<file path="src/rtl/pipe_ctrl_pkg.sv">
// pipe_ctrl_pkg: shared definitions for the pipeline sequencer.
// Provides the stall vector width, the stall patterns for each requesting
// stage and the state encoding of the multi-cycle EX timer.
// Stall vector bits: 0 PC, 1 IF/ID, 2 ID/EX, 3 EX/MEM, 4 MEM/WB, 5 WB.
package pipe_ctrl_pkg;

  localparam int CTRL_WIDTH   = 6;
  localparam int EX_CNT_WIDTH = 6;
  localparam int PC_WIDTH     = 32;
  localparam int PERF_WIDTH   = 32;

  // Each pattern stalls the requesting stage and everything upstream of it;
  // the first zero bit above the requester turns into a bubble.
  localparam logic [CTRL_WIDTH-1:0] STALL_NONE = 6'b000000;
  localparam logic [CTRL_WIDTH-1:0] STALL_IF   = 6'b000011;
  localparam logic [CTRL_WIDTH-1:0] STALL_ID   = 6'b000111;
  localparam logic [CTRL_WIDTH-1:0] STALL_EX   = 6'b001111;
  localparam logic [CTRL_WIDTH-1:0] STALL_MEM  = 6'b011111;

  typedef enum logic [1:0] {
    MC_IDLE = 2'b00,
    MC_BUSY = 2'b01,
    MC_DONE = 2'b10
  } mc_state_e;

endpackage

</file>
<file path="src/rtl/pipe_ctrl_if.sv">
// pipe_ctrl_if: bundle between the pipeline stages and the sequencer.
// master: stage side, drives stall requests / multi-cycle start / exception
//         and receives the stall vector, flush/redirect, timer status, perf.
// slave : sequencer side (pipe_ctrl), the mirror image.
interface pipe_ctrl_if
  import pipe_ctrl_pkg::*;
#(
  parameter int CTRL_WIDTH   = pipe_ctrl_pkg::CTRL_WIDTH,
  parameter int EX_CNT_WIDTH = pipe_ctrl_pkg::EX_CNT_WIDTH,
  parameter int PC_WIDTH     = pipe_ctrl_pkg::PC_WIDTH,
  parameter int PERF_WIDTH   = pipe_ctrl_pkg::PERF_WIDTH
);

  logic                    stallreq_if;
  logic                    stallreq_id;
  logic                    stallreq_mem;
  logic                    ex_mc_start;
  logic [EX_CNT_WIDTH-1:0] ex_mc_cycles;
  logic                    exc_valid;
  logic [PC_WIDTH-1:0]     exc_target;
  logic [CTRL_WIDTH-1:0]   stall;
  logic                    flush;
  logic [PC_WIDTH-1:0]     new_pc;
  logic                    ex_busy;
  logic                    ex_done;
  logic [PERF_WIDTH-1:0]   perf_stall_cycles;
  logic [PERF_WIDTH-1:0]   perf_flush_cnt;

  modport master (
    output stallreq_if, stallreq_id, stallreq_mem,
    output ex_mc_start, ex_mc_cycles, exc_valid, exc_target,
    input  stall, flush, new_pc, ex_busy, ex_done,
    input  perf_stall_cycles, perf_flush_cnt
  );

  modport slave (
    input  stallreq_if, stallreq_id, stallreq_mem,
    input  ex_mc_start, ex_mc_cycles, exc_valid, exc_target,
    output stall, flush, new_pc, ex_busy, ex_done,
    output perf_stall_cycles, perf_flush_cnt
  );

endinterface

</file>
<file path="src/rtl/pipe_mc_timer.sv">
// pipe_mc_timer: IDLE/BUSY/DONE countdown for multi-cycle EX ops (DIV/MADD).
// Ports:
//   clk, rst_n  clock, synchronous active-low reset
//   start       EX begins a multi-cycle op (honoured only in IDLE)
//   cycles      op length K, sampled with start
//   hold        stall[3]: EX/MEM not capturing, keep result in DONE
//   kill        exception/ERET: abandon the op, back to IDLE
//   busy_stall  combinational EX stall request (start cycle and BUSY)
//   busy, done  registered state flags
module pipe_mc_timer #(
  parameter int CNT_WIDTH = 6
) (
  input  logic                 clk,
  input  logic                 rst_n,
  input  logic                 start,
  input  logic [CNT_WIDTH-1:0] cycles,
  input  logic                 hold,
  input  logic                 kill,
  output logic                 busy_stall,
  output logic                 busy,
  output logic                 done
);
  import pipe_ctrl_pkg::*;

  localparam logic [CNT_WIDTH-1:0] CNT_ZERO = {CNT_WIDTH{1'b0}};
  localparam logic [CNT_WIDTH-1:0] CNT_ONE  = {{(CNT_WIDTH-1){1'b0}}, 1'b1};

  mc_state_e            state_r, state_s, nxt_s;
  logic [CNT_WIDTH-1:0] cnt_r, cnt_s, nxt_cnt_s;
  logic                 busy_r, done_r;

  // EX stall request: kept apart from next-state logic so that hold, which
  // is derived from this request, never loops back into it.
  always_comb begin
    busy_stall = 1'b0;
    case (state_r)
      MC_IDLE: busy_stall = start && (cycles != CNT_ZERO);
      MC_BUSY: busy_stall = 1'b1;
      MC_DONE: busy_stall = 1'b0;
      default: busy_stall = 1'b0;
    endcase
  end

  // Next state and counter; kill overrides everything including a start.
  always_comb begin
    nxt_s     = state_r;
    nxt_cnt_s = cnt_r;
    case (state_r)
      MC_IDLE: begin
        if (start && (cycles == CNT_ONE)) begin
          nxt_s = MC_DONE;
        end else if (start && (cycles != CNT_ZERO)) begin
          nxt_s     = MC_BUSY;
          nxt_cnt_s = cycles - CNT_ONE;
        end else begin
          nxt_s = MC_IDLE;
        end
      end
      MC_BUSY: begin
        // Counting ignores hold: a MEM stall overlaps the remaining cycles.
        if (cnt_r == CNT_ONE) begin
          nxt_s     = MC_DONE;
          nxt_cnt_s = CNT_ZERO;
        end else begin
          nxt_cnt_s = cnt_r - CNT_ONE;
        end
      end
      MC_DONE: begin
        // Leave only when EX/MEM actually captures the result.
        if (hold) begin
          nxt_s = MC_DONE;
        end else begin
          nxt_s = MC_IDLE;
        end
      end
      default: begin
        nxt_s     = MC_IDLE;
        nxt_cnt_s = CNT_ZERO;
      end
    endcase
    state_s = kill ? MC_IDLE  : nxt_s;
    cnt_s   = kill ? CNT_ZERO : nxt_cnt_s;
  end

  // State, counter and registered status flags.
  always_ff @(posedge clk) begin
    if (!rst_n) begin
      state_r <= MC_IDLE;
      cnt_r   <= CNT_ZERO;
      busy_r  <= 1'b0;
      done_r  <= 1'b0;
    end else begin
      state_r <= state_s;
      cnt_r   <= cnt_s;
      busy_r  <= (state_s == MC_BUSY);
      done_r  <= (state_s == MC_DONE);
    end
  end

  assign busy = busy_r;
  assign done = done_r;

endmodule

</file>
<file path="src/rtl/pipe_ctrl.sv">
// pipe_ctrl: central pipeline sequencer for the five-stage MIPS core.
// Picks the deepest stall request (exception > MEM > EX > ID > IF), drives
// the stall vector, flush and redirect PC, and hosts the multi-cycle EX timer.
// Ports:
//   clk, rst_n  clock, synchronous active-low reset
//   bus         pipe_ctrl_if.slave: stall requests, ex_mc_start/cycles,
//               exc_valid/target in; stall, flush, new_pc, ex_busy, ex_done,
//               perf_stall_cycles, perf_flush_cnt out
// Build option: define PIPE_CTRL_PERF_EN to build the performance counters;
// otherwise the perf outputs read zero and no counter flops exist.
module pipe_ctrl #(
  parameter int CTRL_WIDTH   = pipe_ctrl_pkg::CTRL_WIDTH,
  parameter int EX_CNT_WIDTH = pipe_ctrl_pkg::EX_CNT_WIDTH,
  parameter int PC_WIDTH     = pipe_ctrl_pkg::PC_WIDTH,
  parameter int PERF_WIDTH   = pipe_ctrl_pkg::PERF_WIDTH
) (
  input  logic        clk,
  input  logic        rst_n,
  pipe_ctrl_if.slave  bus
);
  import pipe_ctrl_pkg::*;

  logic [CTRL_WIDTH-1:0] stall_s;
  logic                  flush_s;
  logic [PC_WIDTH-1:0]   new_pc_s;
  logic                  ex_stall_s;
  logic                  ex_busy_s;
  logic                  ex_done_s;

  pipe_mc_timer #(
    .CNT_WIDTH (EX_CNT_WIDTH)
  ) u_mc_timer (
    .clk        (clk),
    .rst_n      (rst_n),
    .start      (bus.ex_mc_start),
    .cycles     (bus.ex_mc_cycles),
    .hold       (stall_s[3]),
    .kill       (bus.exc_valid),
    .busy_stall (ex_stall_s),
    .busy       (ex_busy_s),
    .done       (ex_done_s)
  );

  // Priority mux: the deepest requester alone sets the stall pattern.
  always_comb begin
    stall_s  = STALL_NONE;
    flush_s  = 1'b0;
    new_pc_s = {PC_WIDTH{1'b0}};
    if (bus.exc_valid) begin
      flush_s  = 1'b1;
      new_pc_s = bus.exc_target;
    end else if (bus.stallreq_mem) begin
      stall_s = STALL_MEM;
    end else if (ex_stall_s) begin
      stall_s = STALL_EX;
    end else if (bus.stallreq_id) begin
      stall_s = STALL_ID;
    end else if (bus.stallreq_if) begin
      stall_s = STALL_IF;
    end else begin
      stall_s = STALL_NONE;
    end
  end

  assign bus.stall   = stall_s;
  assign bus.flush   = flush_s;
  assign bus.new_pc  = new_pc_s;
  assign bus.ex_busy = ex_busy_s;
  assign bus.ex_done = ex_done_s;

`ifdef PIPE_CTRL_PERF_EN
  logic [PERF_WIDTH-1:0] perf_stall_r;
  logic [PERF_WIDTH-1:0] perf_flush_r;

  // Free-running event counters, wrapping naturally at 2^PERF_WIDTH.
  always_ff @(posedge clk) begin
    if (!rst_n) begin
      perf_stall_r <= {PERF_WIDTH{1'b0}};
      perf_flush_r <= {PERF_WIDTH{1'b0}};
    end else begin
      if (stall_s[0]) begin
        perf_stall_r <= perf_stall_r + {{(PERF_WIDTH-1){1'b0}}, 1'b1};
      end
      if (flush_s) begin
        perf_flush_r <= perf_flush_r + {{(PERF_WIDTH-1){1'b0}}, 1'b1};
      end
    end
  end

  assign bus.perf_stall_cycles = perf_stall_r;
  assign bus.perf_flush_cnt    = perf_flush_r;
`else
  assign bus.perf_stall_cycles = {PERF_WIDTH{1'b0}};
  assign bus.perf_flush_cnt    = {PERF_WIDTH{1'b0}};
`endif

endmodule

</file>
<file path="src/flat_wrapper.sv">
// flat-port wrapper written by rule: the top's interface ports become plain ports
module pipe_ctrl_flat import pipe_ctrl_pkg::*;
#(
  parameter int CTRL_WIDTH   = pipe_ctrl_pkg::CTRL_WIDTH,
  parameter int EX_CNT_WIDTH = pipe_ctrl_pkg::EX_CNT_WIDTH,
  parameter int PC_WIDTH     = pipe_ctrl_pkg::PC_WIDTH,
  parameter int PERF_WIDTH   = pipe_ctrl_pkg::PERF_WIDTH
)
  (clk, rst_n, bus_stallreq_if, bus_stallreq_id, bus_stallreq_mem, bus_ex_mc_start, bus_ex_mc_cycles, bus_exc_valid, bus_exc_target, bus_stall, bus_flush, bus_new_pc, bus_ex_busy, bus_ex_done, bus_perf_stall_cycles, bus_perf_flush_cnt);
  pipe_ctrl_if #(.CTRL_WIDTH(CTRL_WIDTH), .EX_CNT_WIDTH(EX_CNT_WIDTH), .PC_WIDTH(PC_WIDTH), .PERF_WIDTH(PERF_WIDTH)) bus_i ();
  input  logic clk;
  input  logic rst_n;
  input wire logic [$bits(bus_i.stallreq_if)-1:0] bus_stallreq_if;
  input wire logic [$bits(bus_i.stallreq_id)-1:0] bus_stallreq_id;
  input wire logic [$bits(bus_i.stallreq_mem)-1:0] bus_stallreq_mem;
  input wire logic [$bits(bus_i.ex_mc_start)-1:0] bus_ex_mc_start;
  input wire logic [$bits(bus_i.ex_mc_cycles)-1:0] bus_ex_mc_cycles;
  input wire logic [$bits(bus_i.exc_valid)-1:0] bus_exc_valid;
  input wire logic [$bits(bus_i.exc_target)-1:0] bus_exc_target;
  output wire logic [$bits(bus_i.stall)-1:0] bus_stall;
  output wire logic [$bits(bus_i.flush)-1:0] bus_flush;
  output wire logic [$bits(bus_i.new_pc)-1:0] bus_new_pc;
  output wire logic [$bits(bus_i.ex_busy)-1:0] bus_ex_busy;
  output wire logic [$bits(bus_i.ex_done)-1:0] bus_ex_done;
  output wire logic [$bits(bus_i.perf_stall_cycles)-1:0] bus_perf_stall_cycles;
  output wire logic [$bits(bus_i.perf_flush_cnt)-1:0] bus_perf_flush_cnt;
  assign bus_i.stallreq_if = bus_stallreq_if;
  assign bus_i.stallreq_id = bus_stallreq_id;
  assign bus_i.stallreq_mem = bus_stallreq_mem;
  assign bus_i.ex_mc_start = bus_ex_mc_start;
  assign bus_i.ex_mc_cycles = bus_ex_mc_cycles;
  assign bus_i.exc_valid = bus_exc_valid;
  assign bus_i.exc_target = bus_exc_target;
  assign bus_stall = bus_i.stall;
  assign bus_flush = bus_i.flush;
  assign bus_new_pc = bus_i.new_pc;
  assign bus_ex_busy = bus_i.ex_busy;
  assign bus_ex_done = bus_i.ex_done;
  assign bus_perf_stall_cycles = bus_i.perf_stall_cycles;
  assign bus_perf_flush_cnt = bus_i.perf_flush_cnt;
  pipe_ctrl #(.CTRL_WIDTH(CTRL_WIDTH), .EX_CNT_WIDTH(EX_CNT_WIDTH), .PC_WIDTH(PC_WIDTH), .PERF_WIDTH(PERF_WIDTH)) u_core (.clk(clk), .rst_n(rst_n), .bus(bus_i));
endmodule
</file>
<file path="config.mk">
export PLATFORM = sky130hd
export DESIGN_NAME = pipe_ctrl_flat
export DESIGN_NICKNAME = d
export VERILOG_FILES = /design/src/rtl/pipe_ctrl_pkg.sv /design/src/rtl/pipe_ctrl_if.sv /design/src/rtl/pipe_mc_timer.sv /design/src/rtl/pipe_ctrl.sv /design/src/flat_wrapper.sv
export SDC_FILE = /design/constraint.sdc
export NUM_CORES = 1
export LEC_CHECK = 0
export ABC_AREA = 1
export CAP_MARGIN = 5
export CORE_MARGIN = 2
export CORE_UTILIZATION = 33
export CTS_CLUSTER_DIAMETER = 40
export DETAILED_ROUTE_END_ITERATION = 8
export PLACE_DENSITY = 0.93
export SETUP_SLACK_MARGIN = 0.05
export SYNTH_ARGS = -nofsm -noshare
export SYNTH_HDL_FRONTEND = slang
export SYNTH_SLANG_ARGS = --single-unit
</file>
<file path="constraint.sdc">
create_clock -name clk -period 4 [get_ports clk]
set_clock_uncertainty 0.15 [all_clocks]
set_input_delay 0.4 -clock clk [delete_from_list [all_inputs] [get_ports clk]]
set_output_delay 0.4 -clock clk [all_outputs]
set_load 0.01 [all_outputs]
</file>
# Word-level counts from Yosys, hierarchy flattened
# Cells that the tools add are included.
totals:
  ff_bits: 10
  wordCells: 40
classes:
  addsub: 2
  eq_ne: 8
  muxes: 18
  bitwise: 2
  reduce_logical: 6
ops:
  columns: ["op", "n"]
  rows:
  - ["6-bit 2-to-1 mux", 7]
  - ["32-bit 2-to-1 mux", 1]
  - ["6-bit one-hot mux with 3 select lines", 1]
  - ["6-bit by 1-bit == test with 1-bit output, second input constant", 2]
  - ["6-bit by 1-bit subtractor with 6-bit output, second input constant", 2]
  - ["2-bit 2-to-1 mux", 5]
  - ["2-bit one-hot mux with 3 select lines", 1]
  - ["6-bit nonzero test", 1]
  - ["2-bit by 1-bit == test with 1-bit output, second input constant", 2]
  - ["2-bit == test, second input constant", 2]
  - ["2-bit != test, second input constant", 2]
  - ["3-bit AND reduction", 1]
  - ["1-bit logical AND", 2]
  - ["2-bit logical NOT", 1]
  - ["1-bit 2-to-1 mux", 2]
  - ["1-bit inverter", 2]
  - ["1-bit one-hot mux with 2 select lines", 1]
  - ["2-bit OR reduction", 1]

# Depth between registers and ports, before layout
depth:
  depth_word: 10
  depth_mapped: 10
  depth_no_buf: 9

# Modules after synthesis
# From an unflattened synthesis, not the netlist that was laid out.
hier_totals:
  hier_cells: 267
  hier_area_um2: 1625.3
modules_own_cells:
  columns: ["mod", "instances", "cells_per_inst", "area_each_um2", "seq_area_each_um2"]
  rows:
  - ["pipe_ctrl", 1, 147, 854.6, 0.0]
  - ["pipe_mc_timer", 1, 120, 770.7, 200.2]

# Worst setup path before layout
# No wires, ideal clock.
synth_path:
  kind: "input-to-output"
  from: "in bus_ex_mc_cycles[0]"
  to: "out bus_stall[1]"
  arrival_time_ns: 1.319
  t_required_ns: 3.450
  path_slack_ns: 2.131
  path_stages: 10
  cell_sequence: "inv_1 -> ha_1 -> nand3_2 -> nand2_2 -> nand2_4 -> nand2_2 -> nand3_1 -> o21ai_1 -> inv_1 -> buf_4"
synth_via:
  elab_chain_cells: 6
synth_lines:
  columns: ["item", "line", "rtl"]
  rows:
  - ["from (decl)", "flat_wrapper.sv:17", "input wire logic [$bits(bus_i.ex_mc_cycles)-1:0] bus_ex_mc_cycles;"]
  - ["6-bit nonzero test", "pipe_mc_timer.sv:37", "MC_IDLE: busy_stall = start && (cycles != CNT_ZERO);"]
  - ["1-bit logical AND", "pipe_mc_timer.sv:37", null]
  - ["1-bit one-hot mux with 2 select lines", "pipe_mc_timer.sv:36", "case (state_r)"]
  - ["6-bit 2-to-1 mux", "pipe_ctrl.sv:54", "end else if (ex_stall_s) begin"]
  - ["6-bit 2-to-1 mux", "pipe_ctrl.sv:52", "end else if (bus.stallreq_mem) begin"]
  - ["6-bit 2-to-1 mux", "pipe_ctrl.sv:49", "if (bus.exc_valid) begin"]
  - ["to (decl)", "flat_wrapper.sv:20", "output wire logic [$bits(bus_i.stall)-1:0] bus_stall;"]
# No other way between the ends.

# Worst setup path in the final report
layout_path:
  from: "in bus_exc_valid"
  to: "out bus_new_pc[15]"
layout_via:
  elab_chain_cells: 1
layout_lines:
  columns: ["item", "line", "rtl"]
  rows:
  - ["from (decl)", "flat_wrapper.sv:18", "input wire logic [$bits(bus_i.exc_valid)-1:0] bus_exc_valid;"]
  - ["32-bit 2-to-1 mux", "pipe_ctrl.sv:49", null]
  - ["to (decl)", "flat_wrapper.sv:22", "output wire logic [$bits(bus_i.new_pc)-1:0] bus_new_pc;"]
# No other way between the ends.

==> metrics.md <==
| Metric | Value |
|---|---|
| Status | `completed` |
| Antenna Cells | `0` |
| Via count of the first global-routing pass | `1415` |
| RSZ-0062 raised after global routing | `false` |
| DR vias/cell | `4.00` |
| # DRC | `0` |
| Routed met2 length | `2280 um` |
| Multi-input gate area | `886 um2` |
| Power density over the cells | `191 mW/mm2` |
| Largest net degree at the start of global routing | `30` |
| Placed Area | `0.00221 mm2` |
| Total CTS buffers | `3` |
| Min-delay worst type | `reg2reg` |
| Critical Path Fanout Max | `29` |
| Sequential-to-total area share from yosys stat | `0.127` |
| Final instance area | `0.00226 mm2` |
| Post-Syn Instances | `262` |
| Die ar. | `0.00535 mm2` |
| Dpl cells | `393` |
| CTS max path bufs | `2` |
| Post-route ant nets | `0` |
| Top layer in use | `met4` |
| Slew margin rel. | `0.410` |
| Initial Utilization | `0.339` |
| Non-filler cells, final | `397` |
| Fill count | `457` |
| Hold-fix buffers at CTS | `0` |
| CP required | `3.45 ns` |
| Warnings from Yosys | `0` |
| Post-DP HPWL | `3470 um` |
| Post-detailed-route wirelength per cell | `9.84 um` |
| Period utilisation layout | `0.734` |
| Total GRT Usage | `0.133` |
| Reg area | `200 um2` |
| Commonest non-fill, non-tap cell in the layout | `clkdlybuf4s50_1` |
| Leakage | `1.28 nW` |
| Post-CTS Setup Repair Bufs | `0` |
| Layout cells sized above 1 | `0.0641` |
| DR iter-0 viols | `41` |
| Core box area | `0.00466 mm2` |
| Final Core Density | `0.486` |
| Hold Fails Final Rpt | `0` |
| M1 wire length | `1370 um` |
| Fmax | `340 MHz` |
| Root buffer cell | `clkbuf_8` |
| Final WL | `3910 um` |
| Clk_lat worst skew | `0.23 ns` |
| Worst Path Arrival | `2.39 ns` |
| H-tree levels | `1` |
| Post-synthesis cell type count | `26` |
| Clock-pin slew on the worst setup and hold paths | `0.05 ns` |
| Initial antenna violation count | `0` |
| CTS resizes | `0` |
| VDD IR-drop max | `0.189 mV` |
| GRT overflow | `0` |
| First-pass GRT wire length | `5820 um` |
| Mapped cell area | `0.00158 mm2` |
| CP startpoint kind | `primary input` |
| Max-cap violations | `0` |
| GPL Wtd Cong | `0.833` |
| CTS tree | `yes` |
| Least-Margin Pin Slew | `0.882 ns` |
| Drt first pass iters | `4` |
| Die X | `73.2 um` |
| Mean Syn Cell Area | `6.03 um2` |
| Crit path capture type | `output pin` |
| Total power | `0.433 mW` |
| Die H | `73.2 um` |
| Clock Sinks | `10` |
| Nets | `394` |
| Setup Viol. Count Final | `0` |
| Slew Viols, Final | `0` |
| Fin Setup TNS | `0 ns` |
| Area growth, synth to finish | `43.3%` |
| Yosys reg bits | `10` |
| Via count | `1589` |
| Min cycle time layout | `2.94 ns` |
| Metal3 WL | `238 um` |
| Io pins | `150` |
| Setup Crit Path Kind | `in2out` |
| PortBufs | `84` |
| Most frequent cells in the layout | `clkdlybuf4s50_1, conb_1, nand2_1` |
| Core Rows | `25` |
[worst paths after layout]
kind / start / endpoint / slack (ns) / depth (start not counted)
min: u_core.u_mc_timer.cnt_r[0] / u_core.u_mc_timer.cnt_r[0] / 0.36 / 2
min reg2reg: u_core.u_mc_timer.cnt_r[0] / u_core.u_mc_timer.cnt_r[0] / 0.36 / 2
max: bus_exc_valid / bus_new_pc[15] / 1.06 / 5
max reg2reg: u_core.u_mc_timer.cnt_r[2] / u_core.u_mc_timer.cnt_r[3] / 2.54 / 8
[cells in the mapped netlist, drive strengths merged]
library cell | number | area share
a21oi | 9 | 0.029
xnor2 | 2 | 0.011
nor2 | 19 | 0.063
dfxtp | 10 | 0.13
a31oi | 1 | 0.0040
o211ai | 1 | 0.0048
o21ai | 3 | 0.0095
o22ai | 3 | 0.012
inv | 55 | 0.13
a21o | 1 | 0.0048
buf | 72 | 0.33
nand2 | 61 | 0.15
conb | 1 | 0.0024
nand4 | 4 | 0.020
nand3b | 1 | 0.0048
ha | 5 | 0.040
nand3 | 14 | 0.051
[state kept, by name, summed over array words and instances, names as in the netlist]
name                       count
u_core.u_mc_timer.cnt_r        6
u_core.u_mc_timer.state_r      2
u_core.u_mc_timer.busy         1
u_core.u_mc_timer.done         1
[kinds of logic after synthesis]
family,Yosys count,synth area share
compound gates,18,0.0634
xor+xnor,2,0.0111
fa+ha+maj,5,0.0396
buf+inv,127,0.464
flops,10,0.127
other cells,1,0.00237
simple gates,99,0.292
[metrics by stage]
step	setup WS (ns)	hold slack, ns
after global placement	1.08	0.341
final	1.06	0.355
after floorplan	2.13	0.322
after detailed placement	1.05	0.347
after global routing	0.902	0.386
after CTS	1.04	0.355
[power by group]
group	internal [mW]	switching (mW)
registers	0.104	0.00382
clock network	0.0862	0.0356
logic	0.0986	0.104
[metal layers]
layer,GRT usage,vias to the layer above
li1,-,807
met1,0.132,704
met2,0.280,74
met3,0.0124,4
met4,0.0432,0
met5,0,-
[area by class of cell]
type / instances / area share
Clock buffer: 4 / 0.0243
Sequential cell: 10 / 0.0884
Multi-Input combinational cell: 189 / 0.391
Inverter: 55 / 0.0912
Tap cell: 54 / 0.0299
Timing Repair Buffer: 85 / 0.375
[critical path, cell delays in order]
cell and delay, ns:
clkdlybuf4s50_1 1.05, buf_4 0.30, nand2_1 0.07, inv_1 0.05, clkdlybuf4s50_1 0.52
No activity file was read; power rests on OpenSTA's default activity.
